===== src/rtl/instr_fetch_if.sv =====
// Fetch-side bus bundle for instr_fetch.
//   im_addr / im_rd                 : synchronous instruction ROM port
//   out_valid / out_ready           : handshake toward decode
//   out_instr / out_pc              : head instruction and its byte PC
//   redirect_valid / redirect_pc    : PC redirect from branch/jump resolution
// master = the fetch unit, slave = its environment (ROM, decode, branch unit).
interface instr_fetch_if #(
  parameter int ADDR_W = 6
);
  logic [ADDR_W-1:0] im_addr;
  logic [31:0]       im_rd;
  logic              out_valid;
  logic              out_ready;
  logic [31:0]       out_instr;
  logic [31:0]       out_pc;
  logic              redirect_valid;
  logic [31:0]       redirect_pc;

  modport master (
    output im_addr, out_valid, out_instr, out_pc,
    input  im_rd, out_ready, redirect_valid, redirect_pc
  );

  modport slave (
    input  im_addr, out_valid, out_instr, out_pc,
    output im_rd, out_ready, redirect_valid, redirect_pc
  );
endinterface


===== src/rtl/instr_fetch.sv =====
// Instruction fetch front-end.
// Drives the synchronous ROM word address from pc_q, tracks the one-cycle
// read latency with inflight_q/inflight_pc_q, and holds returned words in a
// 2-entry {pc, instr} FIFO whose head is presented to decode.
// Ports:
//   clk  - core clock (posedge)
//   rst  - asynchronous active-high reset
//   bus  - instr_fetch_if.master (ROM port, decode handshake, redirect)
module instr_fetch #(
  parameter logic [31:0] RESET_PC = 32'h0000_0000,
  parameter int          ADDR_W   = 6
) (
  input  logic          clk,
  input  logic          rst,
  instr_fetch_if.master bus
);

  logic [31:0] pc_q;
  logic        inflight_q;
  logic [31:0] inflight_pc_q;
  logic [1:0]  occ;
  logic [31:0] ent0_pc, ent0_instr;
  logic [31:0] ent1_pc, ent1_instr;

  logic        pop;
  logic        issue;
  logic [2:0]  fill;
  logic [1:0]  slot;
  logic [31:0] redir_tgt;

  // ROM reads every cycle at pc_q; issue only decides whether that read
  // is kept.
  assign bus.im_addr   = pc_q[ADDR_W+1:2];
  assign bus.out_valid = (occ != 2'd0);
  assign bus.out_instr = ent0_instr;
  assign bus.out_pc    = ent0_pc;

  always_comb begin
    redir_tgt = bus.redirect_pc & ~32'h0000_0003;
    pop       = (occ != 2'd0) && bus.out_ready;
    // Entries committed after this edge, counting the word still in flight;
    // issuing only while this is <= 1 guarantees every returning word a slot.
    fill      = {1'b0, occ} - {2'b00, pop} + {2'b00, inflight_q};
    issue     = (fill <= 3'd1);
    // Slot the in-flight word lands in once the head pop is applied.
    slot      = occ - {1'b0, pop};
  end

  always_ff @(posedge clk or posedge rst) begin
    if (rst) begin
      pc_q          <= RESET_PC;
      inflight_q    <= 1'b0;
      inflight_pc_q <= 32'h0;
      occ           <= 2'd0;
      ent0_pc       <= 32'h0;
      ent0_instr    <= 32'h0;
      ent1_pc       <= 32'h0;
      ent1_instr    <= 32'h0;
    end else if (bus.redirect_valid) begin
      // Redirect drops both the buffered words and the pending ROM read.
      pc_q       <= redir_tgt;
      inflight_q <= 1'b0;
      occ        <= 2'd0;
    end else begin
      if (issue) begin
        inflight_q    <= 1'b1;
        inflight_pc_q <= pc_q;
        pc_q          <= pc_q + 32'd4;
      end else begin
        inflight_q <= 1'b0;
      end

      occ <= occ - {1'b0, pop} + {1'b0, inflight_q};

      if (pop) begin
        ent0_pc    <= ent1_pc;
        ent0_instr <= ent1_instr;
      end
      // Later assignment wins, so a push into slot 0 overrides the shift.
      if (inflight_q) begin
        if (slot == 2'd0) begin
          ent0_pc    <= inflight_pc_q;
          ent0_instr <= bus.im_rd;
        end else begin
          ent1_pc    <= inflight_pc_q;
          ent1_instr <= bus.im_rd;
        end
      end
    end
  end

endmodule


===== src/flat_wrapper.sv =====
// flat-port wrapper written by rule: the top's interface ports become plain ports
module instr_fetch_flat 
#(
  parameter logic [31:0] RESET_PC = 32'h0000_0000,
  parameter int          ADDR_W   = 6
)
  (clk, rst, bus_im_addr, bus_out_valid, bus_out_instr, bus_out_pc, bus_im_rd, bus_out_ready, bus_redirect_valid, bus_redirect_pc);
  instr_fetch_if #(.ADDR_W(ADDR_W)) bus_i ();
  input  logic clk;
  input  logic rst;
  output wire logic [$bits(bus_i.im_addr)-1:0] bus_im_addr;
  output wire logic [$bits(bus_i.out_valid)-1:0] bus_out_valid;
  output wire logic [$bits(bus_i.out_instr)-1:0] bus_out_instr;
  output wire logic [$bits(bus_i.out_pc)-1:0] bus_out_pc;
  input wire logic [$bits(bus_i.im_rd)-1:0] bus_im_rd;
  input wire logic [$bits(bus_i.out_ready)-1:0] bus_out_ready;
  input wire logic [$bits(bus_i.redirect_valid)-1:0] bus_redirect_valid;
  input wire logic [$bits(bus_i.redirect_pc)-1:0] bus_redirect_pc;
  assign bus_im_addr = bus_i.im_addr;
  assign bus_out_valid = bus_i.out_valid;
  assign bus_out_instr = bus_i.out_instr;
  assign bus_out_pc = bus_i.out_pc;
  assign bus_i.im_rd = bus_im_rd;
  assign bus_i.out_ready = bus_out_ready;
  assign bus_i.redirect_valid = bus_redirect_valid;
  assign bus_i.redirect_pc = bus_redirect_pc;
  instr_fetch #(.RESET_PC(RESET_PC), .ADDR_W(ADDR_W)) u_core (.clk(clk), .rst(rst), .bus(bus_i));
endmodule

===== config.mk =====
export PLATFORM = sky130hd
export DESIGN_NAME = instr_fetch_flat
export DESIGN_NICKNAME = d
export VERILOG_FILES = /design/src/rtl/instr_fetch_if.sv /design/src/rtl/instr_fetch.sv /design/src/flat_wrapper.sv
export SDC_FILE = /design/constraint.sdc
export NUM_CORES = 1
export LEC_CHECK = 0
export CAP_MARGIN = 20
export CELL_PAD_IN_SITES_DETAIL_PLACEMENT = 1
export CELL_PAD_IN_SITES_GLOBAL_PLACEMENT = 1
export CORE_UTILIZATION = 47
export DETAILED_ROUTE_END_ITERATION = 12
export PLACE_DENSITY = 0.85
export SYNTH_ARGS = -nofsm -noshare
export SYNTH_HDL_FRONTEND = slang
export SYNTH_SLANG_ARGS = --single-unit

===== constraint.sdc =====
create_clock -name clk -period 16.35 [get_ports clk]
set_input_delay 4.0875 -clock clk [delete_from_list [all_inputs] [get_ports clk]]
set_output_delay 4.0875 -clock clk [all_outputs]
set_load 0.02 [all_outputs]

==> impl_results.md, run 1 <==
* Status: finished, final reports clean
* Critical path required time at 16.67 ns
* Final Hold Fails at 0
* Share of the synthesized area in the top cell type at 54.8%
* Sequential fraction of the synthesis area at 54.8%
* Layout cell share with drive strength beyond 1 at 33.8%
* Clock H-tree levels at 4
* Initial antenna violation count at 0
* Die Area at 18900 µm²
* Post-CTS Setup Bufs at 0
* All-Layer GR Usage at 24.4%
* Cell Count, Final, Fillers Out at 1014
* Share of flip-flops with an asynchronous set or reset at 100%
* Starting DRC count in detailed routing at 255
* Most Crowded Layer GR: met2
* Std-Cell Rows at 49
* Tmin final at 7.52 ns
* Via count at 5817
* Seq cells post-synth at 189
* Synth-to-layout area growth at 25.4%
* Pwr dens at 189 nW/µm²
* DRT Wirelength at 21700 µm
* Worst vdd ir at 0.101 mV
* Yosys warns at 0
* CP arrival at 7.83 ns
* Largest area contributor in the netlist: dfrtp_1
* Num CTS Buffers at 17
* Synth Area in XOR/XNOR at 1.12%
* Crit. End Element: register
* Ys flop type: dfrtp_1
* DP HPWL at 14200 µm
* Setup Skew at 0.00786 ns
* CTS Hold Bufs at 0
* DR pass1 iterations at 4
* Die Width at 137 µm
* Vias/cell at 5.74
* Netlist cell types at 45
* Core area at 18000 µm²
* Largest family of logic cells by synthesized area: multiplexers
* Count leader, synth: mux2_2
* Pleak at 0.00450 µW
* Slew HR at 33.2%
* Simple-gate area share of the yosys netlist at 8.44%
* CP Launch Type: input port
* Kind of path behind the tightest hold check: reg -> reg
* Mapped Cells at 653
* Post-synthesis compound-gate area fraction at 3.74%
* Die height at 137 µm
* Top Ports at 139
* Grt ovf at 0
* Critical-path maximum fanout at 22
* GPL Wtd Cong at 0.861
* Mean Syn Cell Area at 13.2 µm²
* Post-route DRC at 0
* Clk_lat worst skew at 0.44 ns
* Mapped cell area at 8630 µm²
* Met3 usage at 4.89%
* Max Clock Freq at 0.133 GHz
* Number of synthesized flops with an enable pin at 0
* MaxCap Viol Count at 0
* Setup TNS at 0 ns
* Synth top cells by count: 216 x mux2_2, 189 x dfrtp_1, 25 x nand2_1
* RSZ-0062 raised after global routing: false
* Max-slew violation count at 0
* Final setup fails at 0
* Grt met1 use at 28.7%
* Post-route ant nets at 0
* CTS Sinks at 189
* Worst Tran Pin Value at 0.994 ns
* Clk root buf: clkbuf_16
* Initial core utilization at 48.0%
* Met2 Track Usage GR at 42.1%
* Placed Instances at 980
* Vias in the first global route at 6512
* Post-CTS Resized at 0
* Fin crit share at 46.0%
* Critical path type: in -> reg
* Largest net degree at the start of global routing at 105
* Synth area leaders: dfrtp_1 55%, mux2_2 28%, or4_1 1.4%
* Synthesized net count at 725
* First-pass GRT wire length at 34500 µm
* WL per Instance at 21.4 µm
* Final net count at 843
* Mux contribution to synthesized area at 28.4%
* Port-buffer cells at 136
* Clock-pin transition on the worst setup and hold timing paths at 0.07 ns
* # fillers at 1744
* Max clock buf depth at 2
* CTS tree: done
* Adder-cell area share of the yosys netlist at 0.667%
-- per-stage QoR --
step | cell area [µm²] | util (%) | power [µW] | worst slack [ns] | hold slack (ns)
3_3_place_gp | 10100 | 56.4 | 1530 | 8.60 | 0.483
5_1_grt | 10800 | 60.2 | 2160 | 8.67 | 0.520
3_5_place_dp | 10100 | 56.4 | 1590 | 8.50 | 0.492
6_report | 10800 | 60.2 | 2040 | 8.83 | 0.505
4_1_cts | 10800 | 60.1 | 2070 | 8.88 | 0.507
2_1_floorplan | 8630 | - | 1290 | 7.12 | 0.474
-- final timing paths --
| check | startpoint | to | slack (ns) | depth (start not counted) |
|---|---|---|---|---|
| min in group asynchronous | rst | u_core.bus.out_instr[20] | 4.23 | 2 |
| worst max-delay path | bus_out_ready | u_core.inflight_pc_q[22] | 8.83 | 10 |
| worst min register to register | u_core.ent1_instr[8] | u_core.ent1_instr[8] | 0.50 | 1 |
| worst max register to register | u_core.occ[1] | u_core.inflight_pc_q[22] | 12.29 | 10 |
| max in group asynchronous | rst | u_core.pc_q[7] | 10.76 | 4 |
| worst min-delay path | u_core.ent1_instr[8] | u_core.ent1_instr[8] | 0.50 | 1 |
-- power by group --
group	leakage [µW]	internal [µW]	switching, µW
Sequential	0.00230	664	131
Combinational	0.00189	441	354
Clock	0.000306	276	179
-- critical path: stages --
cell and delay (ns):
clkdlybuf4s50_1 0.52, nand2_1 0.15, or2_2 0.35, nand2_1 0.10, ha_1 0.17, fa_1 0.62
nand2b_1 0.48, nor2_2 0.52, buf_4 0.43, mux2_2 0.39
-- state kept, by name, summed over array words and instances (netlist names) --
register,count
u_core.bus.out_instr,32
u_core.bus.out_pc,32
u_core.ent1_instr,32
u_core.ent1_pc,30
u_core.inflight_pc_q,30
u_core.pc_q,30
u_core.occ,2
u_core.inflight_q,1
-- area by class of cell --
cell class | count | area (µm²) | share of cell area (%)
sequential | 189 | 4730 | 43.7
multi-input combinational | 411 | 3670 | 33.9
timing repair buffer | 145 | 1450 | 13.4
clock buffer | 19 | 443 | 4.09
tap | 229 | 287 | 2.65
clock inverter | 13 | 211 | 1.95
inverter | 7 | 31.3 | 0.289
antenna | 1 | 2.50 | 0.0231
-- cells in the final DEF (no fill, tap or decap), types with 3 or more instances in the layout --
master | netlist | routed
mux2_2 | 216 | 216
nand2b_1 | 3 | 3
o31ai_1 | 8 | 8
clkdlybuf4s50_1 | 0 | 136
clkinvlp_4 | 0 | 4
a31oi_1 | 12 | 12
nor2_1 | 19 | 18
nor2b_1 | 9 | 9
bufinv_16 | 0 | 5
ha_1 | 3 | 3
inv_1 | 7 | 6
clkbuf_16 | 0 | 17
or2_2 | 3 | 3
o21ai_0 | 15 | 15
nor4_1 | 8 | 8
nand4_1 | 11 | 11
or4_1 | 16 | 16
dfrtp_1 | 189 | 189
xnor2_1 | 9 | 9
nand3_1 | 16 | 16
o211ai_1 | 5 | 5
nand2_1 | 25 | 25
nor3_1 | 5 | 5
inv_6 | 0 | 3
buf_4 | 7 | 8
-- logic make-up after synthesis --
logic type / Yosys count
AO/OA/AOI/OAI: 49
buffers and inverters: 53
multiplexers: 218
AND/OR/NAND/NOR: 129
XOR/XNOR: 11
flip-flops: 189
adder cells (fa/ha/maj): 4
-- layer usage --
layer	part of all wire (%)	wire length, µm
met5	0	0
met4	3.8	817
met3	4.3	936
met2	53	11500
met1	39	8470
Power figures use the tool's default switching activity.
==> run 2, diff against run 1 <==
--- a/config.mk
+++ b/config.mk
@@ -8,9 +8,9 @@
 export CAP_MARGIN = 20
 export CELL_PAD_IN_SITES_DETAIL_PLACEMENT = 1
 export CELL_PAD_IN_SITES_GLOBAL_PLACEMENT = 1
-export CORE_UTILIZATION = 47
+export CORE_UTILIZATION = 39
 export DETAILED_ROUTE_END_ITERATION = 12
-export PLACE_DENSITY = 0.85
+export PLACE_DENSITY = 0.76
 export SYNTH_ARGS = -nofsm -noshare
 export SYNTH_HDL_FRONTEND = slang
 export SYNTH_SLANG_ARGS = --single-unit
==> constraint.sdc (replaced) <==
create_clock -name clk -period 6.7 [get_ports clk]
set_input_delay 1.675 -clock clk [delete_from_list [all_inputs] [get_ports clk]]
set_output_delay 1.675 -clock clk [all_outputs]
set_load 0.02 [all_outputs]
==> impl_results.md, run 2 (synthesized netlist as in run 1, its figures left out) <==
* Status: finished, final reports clean
* Pwr dens at 449 nW/µm²
* Cell Count, Final, Fillers Out at 1062
* CP Launch Type: input port
* Placed Instances at 1031
* Die height at 151 µm
* Starting DRC count in detailed routing at 268
* GPL Wtd Cong at 0.818
* Crit path launch: bus_out_ready
* Clock-pin transition on the worst setup and hold timing paths at 0.07 ns
* Tmin final at 5.09 ns
* Layout cell share with drive strength beyond 1 at 33.5%
* Max Clock Freq at 0.197 GHz
* Final Hold Fails at 0
* Worst vdd ir at 0.211 mV
* Via count at 5708
* Register area at 4730 µm²
* All-Layer GR Usage at 19.2%
* # fillers at 2191
* Crit. End Element: register
* Final setup fails at 0
* Initial antenna violation count at 0
* Max-slew violation count at 0
* Port-buffer cells at 136
* Post-CTS Resized at 0
* Synth-to-layout area growth at 25.4%
* DRT Wirelength at 20400 µm
* CP arrival at 5.40 ns
* WL per Instance at 19.2 µm
* CP endpoint: u_core.inflight_pc_q[18]
* Critical-path maximum fanout at 17
* CTS Hold Bufs at 0
* Slew HR at 15.4%
* Post-CTS Setup Bufs at 0
* Pleak at 0.00446 µW
* MaxCap Viol Count at 0
* R2R setup slack at 2.69 ns
* DR pass1 iterations at 4
* Num CTS Buffers at 17
* Setup Skew at 0.0124 ns
* Hold slack at 0.505 ns
* Reg2Reg Depth at 10
* Worst Tran Pin Value at 1.27 ns
* RSZ-0062 raised after global routing: false
* Multi-input logic area at 3670 µm²
* Clock H-tree levels at 4
* Kind of path behind the tightest hold check: reg -> reg
* Critical path type: in -> reg
* DP HPWL at 14000 µm
* Std-Cell Rows at 54
* Vias/cell at 5.37
* Grt ovf at 0
* Antenna cells at 0
* Clk_lat worst skew at 0.43 ns
* Vias in the first global route at 6207
* First-pass GRT wire length at 33300 µm
* Top Ports at 139
* Die Area at 22700 µm²
* CTS Sinks at 189
* Most common cell after layout, fill and taps aside: mux2_2
* Final net count at 842
* Max clock buf depth at 2
* Initial core utilization at 39.7%
* Largest net degree at the start of global routing at 190
* Final Util at 49.7%
* Core area at 21800 µm²
* Fin crit share at 75.9%
* Post-route DRC at 0
* Setup TNS at 0 ns
* R2r endpoint: u_core.inflight_pc_q[18]
* Critical path required time at 7.01 ns
* Post-route ant nets at 0
* Clk root buf: clkbuf_16
* Die Width at 151 µm
* CTS tree: done
* Reg2reg start: u_core.occ[1]
* Commonest cells after routing, fill and taps aside: 216 x mux2_2, 189 x dfrtp_1, 136 x clkdlybuf4s50_1, 25 x nand2_1, 18 x nor2_1
-- run 2: worst min path at each step --
| stage | slack (ns) | end | cells after the start | startpoint |
|---|---|---|---|---|
| after floorplan | 0.47 | u_core.ent1_pc[2] | 1 | u_core.ent1_pc[2] |
| after global placement | 0.48 | u_core.ent1_instr[5] | 1 | u_core.ent1_instr[5] |
| after detailed placement | 0.49 | u_core.ent1_pc[8] | 1 | u_core.ent1_pc[8] |
| after CTS | 0.51 | u_core.ent1_instr[22] | 1 | u_core.ent1_instr[22] |
| after global routing | 0.52 | u_core.ent1_instr[22] | 1 | u_core.ent1_instr[22] |
| final | 0.51 | u_core.bus.out_instr[25] | 1 | u_core.bus.out_instr[25] |
-- run 2: power by group --
part | switching (µW) | total [µW] | internal (µW)
clock network | 444 | 1010 | 563
logic | 826 | 1910 | 1080
registers | 318 | 1940 | 1620
total | 1590 | 4850 | 3270
-- run 2: final cells by class --
class                   instances  share of cell area (%)
repair buffers                144                    13.5
inverters                       7                   0.278
clock inverters                11                    1.25
clock buffers                  20                    4.13
multi-input cells             411                    33.9
flip-flops and latches        189                    43.7
well taps                     280                    3.24
-- run 2: critical path, stage by stage --
cell             delay (ns)
clkdlybuf4s50_1        0.53
nand2_1                0.14
or2_2                  0.33
nand2_1                0.08
ha_1                   0.16
fa_1                   0.60
nand2b_1               0.43
nor2_2                 0.67
buf_4                  0.38
mux2_2                 0.37
-- run 2: per-stage QoR --
step                area [µm²]  worst slack [ns]  total power (µW)
floorplan                 8630              2.54              3140
global placement         10200              1.30              3760
detailed placement       10200              1.18              3900
CTS                      10800              1.63              4920
global route             10800              1.43              5150
finish                   10800              1.61              4850
-- run 2: metal layers --
metal	up-vias	GRT usage, %	wire (µm)
met4	0	6.50	338
met3	20	3.30	648
met2	112	32.6	10400
met5	-	0	0
li1	2626	-	-
met1	2950	24.6	9040
==> run 3, diff against run 2 <==
==> constraint.sdc (replaced) <==
create_clock -name clk -period 4.15 [get_ports clk]
set_input_delay 1.0375 -clock clk [delete_from_list [all_inputs] [get_ports clk]]
set_output_delay 1.0375 -clock clk [all_outputs]
set_load 0.02 [all_outputs]
==> impl_results.md, run 3 (synthesized netlist as in run 1, its figures left out) <==
* Num CTS Buffers at 17
* Vias/cell at 5.42
* Status: finished, final reports clean
* CP arrival at 4.13 ns
* Fin crit share at 91.3%
* MaxCap Viol Count at 0
* Kind of path behind the tightest hold check: reg -> reg
* Post-CTS Resized at 0
* R2R setup slack at 0.74 ns
* Cell Count, Final, Fillers Out at 1073
* Sw power at 2620 µW
* Commonest cells after routing, fill and taps aside: 216 x mux2_2, 189 x dfrtp_1, 136 x clkdlybuf4s50_1, 25 x nand2_1, 18 x nor2_1
* DP HPWL at 14400 µm
* CTS Sinks at 189
* CTS tree: done
* Die Area at 22700 µm²
* Reg power frac at 39.7%
* WL per Instance at 19.5 µm
* Tmin final at 3.79 ns
* All-Layer GR Usage at 19.7%
* CP Launch Type: input port
* Initial core utilization at 39.7%
* Std-Cell Rows at 54
* Max clock buf depth at 2
* Critical-path maximum fanout at 9
* Initial antenna violation count at 0
* RSZ-0062 raised after global routing: false
* Layout cell share with drive strength beyond 1 at 34.6%
* Grt ovf at 0
* Part of the power in the clock network at 20.8%
* Crit. End Element: register
* Max Clock Freq at 0.264 GHz
* GPL Wtd Cong at 0.798
* Core area at 21800 µm²
* Combinational power share at 39.5%
* Via count at 5816
* Final instance area at 10900 µm²
* Starting DRC count in detailed routing at 169
* Final net count at 852
* Top Ports at 139
* # fillers at 2177
* Port-buffer cells at 136
* Die Width at 151 µm
* Vias in the first global route at 6469
* Post-CTS Setup Bufs at 0
* Overall power at 7900 µW
* Setup Skew at 0.00976 ns
* CTS Hold Bufs at 0
* Hold slack at 0.506 ns
* Final Util at 50.1%
* DRT Wirelength at 20900 µm
* Largest net degree at the start of global routing at 125
* Max-slew violation count at 0
* Int Power at 5290 µW
* Placed Instances at 1041
* First-pass GRT wire length at 34500 µm
* Most common cell after layout, fill and taps aside: mux2_2
* Antenna cells at 0
* Sw Share at 33.1%
* Synth-to-layout area growth at 26.2%
* Clk root buf: clkbuf_16
* Final setup fails at 0
* Final Hold Fails at 0
* DR pass1 iterations at 4
* Worst vdd ir at 0.341 mV
* Pleak at 0.00452 µW
* Worst Tran Pin Value at 0.819 ns
* Pwr dens at 726 nW/µm²
* Slew HR at 45.4%
* Critical path required time at 4.49 ns
* Post-route ant nets at 0
* Placed Instance Area at 10300 µm²
* Clk_lat worst skew at 0.43 ns
* Die height at 151 µm
* Post-route DRC at 0
* Critical path type: in -> reg
* Clock H-tree levels at 4
* Clock-pin transition on the worst setup and hold timing paths at 0.07 ns
[run 3: cell count changes in the layout (fill, tap and decap cells not counted)]
cell / previous run / this run
buf_12: 3 / 2
buf_4: 5 / 16
bufinv_16: 2 / 1
clkbuf_1: 2 / 1
clkbuf_8: 1 / 3
clkinv_4: 4 / 0
clkinvlp_4: 4 / 3
inv_6: 2 / 6
inv_8: 0 / 2
[run 3: routing by layer]
layer	GRT usage, %	up-vias	routed length (µm)
li1	-	2626	-
met1	24.6	3057	8970
met4	5.60	0	327
met2	34.6	108	10900
met5	0	-	0
met3	3.42	25	659
[run 3: area by class of cell]
cell class / count / area [µm²] / area share, %
multi-input cells: 411 / 3670 / 33.7
repair buffers: 154 / 1520 / 14.0
clock buffers: 21 / 470 / 4.32
clock inverters: 11 / 120 / 1.10
flip-flops and latches: 189 / 4730 / 43.4
well taps: 280 / 350 / 3.22
inverters: 7 / 30.0 / 0.276
[run 3: final timing paths]
check / start / to / depth (start not counted)
setup reg to reg: u_core.occ[1] / u_core.pc_q[27] / 11
hold / removal: u_core.ent1_pc[2] / u_core.ent1_pc[2] / 1
hold reg to reg: u_core.ent1_pc[2] / u_core.ent1_pc[2] / 1
min in group asynchronous: rst / u_core.ent1_pc[20] / 3
max in group asynchronous: rst / u_core.bus.out_instr[14] / 3
setup / recovery: bus_out_ready / u_core.pc_q[27] / 10
[run 3: stage by stage]
stage               TNS, ns  setup slack [ns]
finish                    0             0.360
global route              0             0.230
CTS                       0             0.371
detailed placement   -0.123           -0.0705
global placement          0            0.0530
floorplan                 0             0.629
[run 3: critical path: stages]
cell and delay [ns]:
clkdlybuf4s50_1 0.48, nand2_1 0.08, or2_2 0.30, nand2_1 0.08, ha_1 0.16, fa_1 0.43
nand2b_1 0.17, or4_1 0.67, or4_1 0.53, a31oi_1 0.19
[run 3: power by group through the flow]
stage | sequential (µW) | clock (µW) | combinational, µW
floorplan | 3340 | 0 | 1730
global route | 3250 | 1760 | 3370
detailed placement | 3170 | 0 | 3150
global placement | 3090 | 0 | 3040
CTS | 3140 | 1690 | 3170
finish | 3140 | 1650 | 3120
